--- config.mk ---
export PLATFORM = sky130hd
export DESIGN_NAME = dmem_arbiter
export DESIGN_NICKNAME = d
export VERILOG_FILES = /design/src/rtl/dmem_arb_pkg.sv /design/src/rtl/arb_starve_counter.sv /design/src/rtl/dmem_arbiter.sv
export SDC_FILE = /design/constraint.sdc
export NUM_CORES = 1
export LEC_CHECK = 0
export ABC_CLOCK_PERIOD_IN_PS = 5600
export BUFFER_PORTS_ARGS = -buffer_cell sky130_fd_sc_hd__buf_4
export CAP_MARGIN = 20
export CELL_PAD_IN_SITES_DETAIL_PLACEMENT = 1
export CELL_PAD_IN_SITES_GLOBAL_PLACEMENT = 1
export CORE_AREA = 2 2 115 117
export CTS_BUF_LIST = sky130_fd_sc_hd__clkbuf_8
export DETAILED_ROUTE_END_ITERATION = 8
export DIE_AREA = 0 0 117 119
export PLACE_DENSITY = 0.89
export SYNTH_ARGS = -nofsm -noshare
export SYNTH_HDL_FRONTEND = slang
export SYNTH_HIERARCHICAL = 1
export SYNTH_SLANG_ARGS = --single-unit
--- constraint.sdc ---
create_clock -name i_clk -period 5.6 [get_ports i_clk]
set_input_delay 0.28 -clock i_clk [delete_from_list [all_inputs] [get_ports i_clk]]
set_output_delay 0.28 -clock i_clk [all_outputs]
set_load 0.01 [all_outputs]
--- src/rtl/dmem_arb_pkg.sv ---
// Shared constants for the data-memory arbiter: master indices and default sizing.
package dmem_arb_pkg;
   localparam int M_CORE           = 0;
   localparam int M_DBG            = 1;
   localparam int DEF_DW           = 32;
   localparam int DEF_AW           = 32;
   localparam int DEF_STARVE_LIMIT = 4;
   localparam int DEF_CW           = 8;
endpackage

--- src/rtl/arb_starve_counter.sv ---
// Saturating wait counter; at_limit tells the arbiter to force a debug-port grant.
module arb_starve_counter #(
   parameter int LIMIT = 4,
   parameter int CW    = 8
) (
   input  logic i_clk,
   input  logic i_rst,
   input  logic inc,
   input  logic clr,
   output logic at_limit
);
   logic [CW-1:0] cnt;

   assign at_limit = (cnt == CW'(LIMIT));

   always_ff @(posedge i_clk or posedge i_rst) begin
      if (i_rst)                  cnt <= '0;
      else if (clr)               cnt <= '0;
      else if (inc && !at_limit)  cnt <= cnt + 1'b1;
   end
endmodule

--- src/rtl/dmem_arbiter.sv ---
// Two-master data-memory arbiter: fixed priority to the core, bounded wait for the debug/DMA port.
module dmem_arbiter
   import dmem_arb_pkg::*;
#(
   parameter int DW           = DEF_DW,
   parameter int AW           = DEF_AW,
   parameter int STARVE_LIMIT = DEF_STARVE_LIMIT,
   parameter int CW           = DEF_CW
) (
   input  logic          i_clk,
   input  logic          i_rst,
   input  logic          i_m0_req,
   input  logic          i_m0_we,
   input  logic [AW-1:0] i_m0_addr,
   input  logic [DW-1:0] i_m0_wd,
   output logic          o_m0_gnt,
   output logic          o_m0_rvalid,
   output logic [DW-1:0] o_m0_rdata,
   input  logic          i_m1_req,
   input  logic          i_m1_we,
   input  logic [AW-1:0] i_m1_addr,
   input  logic [DW-1:0] i_m1_wd,
   output logic          o_m1_gnt,
   output logic          o_m1_rvalid,
   output logic [DW-1:0] o_m1_rdata,
   output logic [AW-1:0] o_mem_addr,
   output logic [DW-1:0] o_mem_wd,
   output logic          o_mem_wen,
   input  logic [DW-1:0] i_mem_rd
);
   logic       at_limit;
   logic       force_m1;
   logic [1:0] gnt;

   assign force_m1    = i_m1_req && at_limit;
   assign gnt[M_DBG]  = force_m1 || (i_m1_req && !i_m0_req);
   assign gnt[M_CORE] = i_m0_req && !force_m1;
   assign o_m0_gnt    = gnt[M_CORE];
   assign o_m1_gnt    = gnt[M_DBG];

   always_comb begin
      o_mem_addr = '0;
      o_mem_wd   = '0;
      o_mem_wen  = 1'b0;
      if (gnt[M_CORE]) begin
         o_mem_addr = i_m0_addr;
         o_mem_wd   = i_m0_wd;
         o_mem_wen  = i_m0_we;
      end else if (gnt[M_DBG]) begin
         o_mem_addr = i_m1_addr;
         o_mem_wd   = i_m1_wd;
         o_mem_wen  = i_m1_we;
      end
   end

   // a withdrawn request or a grant both restart the wait
   arb_starve_counter #(.LIMIT(STARVE_LIMIT), .CW(CW)) u_starve (
      .i_clk    (i_clk),
      .i_rst    (i_rst),
      .inc      (i_m1_req && !gnt[M_DBG]),
      .clr      (gnt[M_DBG] || !i_m1_req),
      .at_limit (at_limit)
   );

   always_ff @(posedge i_clk or posedge i_rst) begin
      if (i_rst) begin
         o_m0_rvalid <= 1'b0;
         o_m0_rdata  <= '0;
         o_m1_rvalid <= 1'b0;
         o_m1_rdata  <= '0;
      end else begin
         o_m0_rvalid <= gnt[M_CORE] && !i_m0_we;
         o_m1_rvalid <= gnt[M_DBG] && !i_m1_we;
         if (gnt[M_CORE] && !i_m0_we) o_m0_rdata <= i_mem_rd;
         if (gnt[M_DBG] && !i_m1_we)  o_m1_rdata <= i_mem_rd;
      end
   end
endmodule

==> metrics.md <==
| Metric | Value |
|---|---|
| Highest Signal Layer | `met4` |
| Arrival time of the worst setup path | `between 2 and 3 ns` |
| Syn-to-layout area delta | `72.3%` |
| Total GRT Usage | `between 20% and 30%` |
| Antenna-violating nets left | `0` |
| PwrDens | `~260 nW/um^2` |
| Post-synth top cells | `dfrtp_1, a22o_1, mux2_2` |
| TNS Setup | `0 ns` |
| # IOs | `between 200 and 300` |
| Min Tclk post-route | `~3 ns` |
| CP max FO | `66` |
| FFs w/ async S/R, synth | `between 90% and 100%` |
| Syn Nets | `441` |
| Synth area leader | `dfrtp_1` |
| Max Clock Freq | `approximately 330 MHz` |
| CTS tree | `yes` |
| GRT overflow | `0` |
| Worst rel slew slack | `approximately 33%` |
| Cell Chain, Critical Path | `inv_1 -> ha_1 -> and4bb_4 -> and2_1 -> nor2b_2 -> nor2b_4 -> buf_4 -> a22o_1 -> buf_4` |
| Final worst setup slack | `around 2.6 ns` |
| DRT Wirelength | `approximately 15 mm` |
| Worst slew pin tran | `0.998 ns` |
| Clock Power Share | `between 20 and 30%` |
| Status | `finished clean` |
| P_sw | `between 0.0004 and 0.0005 W` |
| First-pass GRT wire length | `between 20 and 25 mm` |
| Worst-skew pair later-pin latency | `between 0.3 and 0.4 ns` |
| YS warnings | `6` |
| Top-area cell type share of the netlist area | `51.3%` |
| Final core utilization | `around half` |
| Distinct cells, synth | `31` |
| Number of flops mapped to enable cells by yosys | `0` |
| Met3 wire len | `roughly 1.2 mm` |
| Core box area | `12900 um^2` |
| Vias in the first global route | `3746` |
| Post-Syn Area | `~3600 um^2` |
| Root buffer cell | `clkbuf_8` |
| Max incr delay on CP | `between 0.5 and 0.6 ns` |
| DR WL/cell | `between 20 and 25 um` |
| Register area share after synthesis | `51.3%` |
| Number of DRC markers in iteration 0 | `between 100 and 150` |
| Count leader, synth | `dfrtp_1` |
| Hpwl dp | `12.2 mm` |
| Final setup viols | `0` |
| Main area contributors after synthesis | `dfrtp_1, a22o_1, mux2_2` |
| Crit path capture type | `primary output` |
| Metal-1 WL | `5.70 mm` |
| CP top delay family | `buffers and inverters` |
| Diodes inserted | `0` |
| Cells after synthesis | `273` |
| Post-CTS sizing | `0` |
| Detailed-route via count | `between 3000 and 4000` |
| Drt drc | `0` |
| Worst hold slack | `0.152 ns` |
| Vias per cell | `around 4.7` |
| Logic pwr share | `31.0%` |
| LEAKAGE | `3.14 nW` |
| Hold Path Class | `in -> reg` |
| Yosys reg bits | `74` |
| Met2 WL | `between 7 and 8 mm` |
| Fin. Hold Viols | `0` |
| Final period util | `54.2%` |
| Initial DRT Pass Iterations | `4` |
| Top_reg_cell synth | `dfrtp_1` |
| Sinks on Clock Net | `74` |
| Most used cell, CP | `buf_4` |
| RSZ-0062 raised after global routing | `no` |
| Fillers | `~1400` |
| Worst Path Buf+Inv | `3` |
| Initial core utilization | `approximately 28%` |
| H-tree depth | `3` |
| Cts bufs inserted | `9` |
| Initial antenna violation count | `0` |
| Layout cell share with drive strength beyond 1 | `approximately 64%` |
| Slowest CP cell | `buf_4` |
| Syn Area/Cell | `around 13 um^2` |
| Worst-path clk slew | `0.09 ns` |
| CP Class | `reg -> out` |
| Global placement routability congestion | `about 0.88` |
| Post-CTS Setup Repair Bufs | `0` |
| Die height | `between 100 and 150 um` |
| Port Buffers | `between 200 and 300` |
| CP Launch Type | `flop` |
| Post-Place Setup Slack | `2.90 ns` |
| Critical Path RT | `roughly 5.3 ns` |
| Fin. max-slew vios | `0` |
| Die width | `between 100 and 150 um` |
| Total power | `about 0.0016 W` |
| Internal Power | `approximately 0.0012 W` |
| Max-cap violations | `0` |
| FP Rows | `42` |
| Sw Ratio | `approximately 28%` |
| Seq pwr share | `between 40% and 50%` |
| Fin nets | `approximately 730` |
| Clock skew | `~0.017 ns` |
| Clk buf depth | `2` |
| Die area | `roughly 14000 um^2` |
| Peak VDD IR | `around 0.1 mV` |
| Largest net degree at the start of global routing | `67` |
## cells in the final DEF, fill, tap and decap left out, types with 2 or more instances in the layout
cell type and n:
buf_4 302, dfrtp_1 74, a22o_1 65, mux2_2 36
mux2_1 29, clkbuf_8 10, a21oi_1 5, nand2_1 4
inv_1 4, o21ai_0 4, or3_1 3, nor2_1 3
nor2b_4 2, bufinv_16 2, clkinv_4 2, nand4_1 2
nand3_1 2, nand2b_1 2, ha_1 2
## worst reg2reg max path, stage by stage, from the launching register on
cell,delay (ns)
dfrtp_1,0.42
inv_1,0.09
ha_1,0.20
and4bb_4,0.21
and2_1,0.18
nor2b_2,0.26
nand2_1,0.30
inv_1,0.24
nand4_2,0.20
or3_1,0.41
a21oi_1,0.15
## power by group through the flow
stage	clock network, W	registers [W]	logic [W]
after floorplan	0	0.000698	0.000157
after global placement	0	0.000662	0.000492
after detailed placement	0	0.000671	0.000510
after CTS	0.000480	0.000661	0.000512
after global routing	0.000504	0.000669	0.000541
final	0.000466	0.000659	0.000505
## routing by layer
metal	track usage, %	vias to the layer above
li1	-	1621
met1	24.4	1722
met2	36.1	165
met3	6.46	16
met4	5.44	0
met5	0	-
## layout make-up
type / instances / area (um^2) / area share [%]
Sequential cell: 74 / 1850 / 29.8
Timing Repair Buffer: 303 / 2280 / 36.6
Multi-Input combinational cell: 172 / 1630 / 26.1
Clock buffer: 10 / 138 / 2.21
Inverter: 5 / 18.8 / 0.302
Tap cell: 176 / 220 / 3.54
Clock inverter: 6 / 90.1 / 1.45
## per-stage QoR
step                std cells  cell area [um^2]
detailed placement        729              5980
global route              746              6220
CTS                       746              6220
finish                    746              6220
floorplan                 273              3610
global placement          729              5980
## cell families after synthesis
logic type / count (synthesis) / share of synthesized area, %
DFF: 74 / 51.3
buffers and inverters: 27 / 4.33
AOI/OAI and AO/OA: 77 / 17.9
and+or+nand+nor: 26 / 4.99
adders and majority gates: 2 / 0.693
muxes: 66 / 20.5
xor gates and xnor gates: 1 / 0.243
## sequential cells by signal, indices dropped and copies added (netlist names)
name          flops
o_m0_rdata       32
o_m0_rvalid       1
o_m1_rdata       32
o_m1_rvalid       1
u_starve/cnt      8
## worst paths after layout
kind | startpoint | end | slack [ns] | cells after the start
worst min-delay path | i_mem_rd[24] | o_m0_rdata[24]$_DFFE_PP0P_ | 0.15 | 2
worst max register to register | u_starve/cnt[0]$_DFFE_PP0P_ | u_starve/cnt[7]$_DFFE_PP0P_ | 2.89 | 10
min in group asynchronous | i_rst | u_starve/cnt[6]$_DFFE_PP0P_ | 0.45 | 3
max in group asynchronous | i_rst | o_m1_rdata[22]$_DFFE_PP0P_ | 4.34 | 4
worst max-delay path | u_starve/cnt[0]$_DFFE_PP0P_ | o_mem_addr[25] | 2.56 | 9
worst min register to register | o_m0_rdata[21]$_DFFE_PP0P_ | o_m0_rdata[21]$_DFFE_PP0P_ | 0.49 | 1
## what timing repair did
action                                  4_1_cts  5_1_grt
endpoints found under the setup margin        0        0
hold endpoints to repair                      8        0
hold buffers                                  1        0
Note: power is estimated with default switching activity, not from simulation.
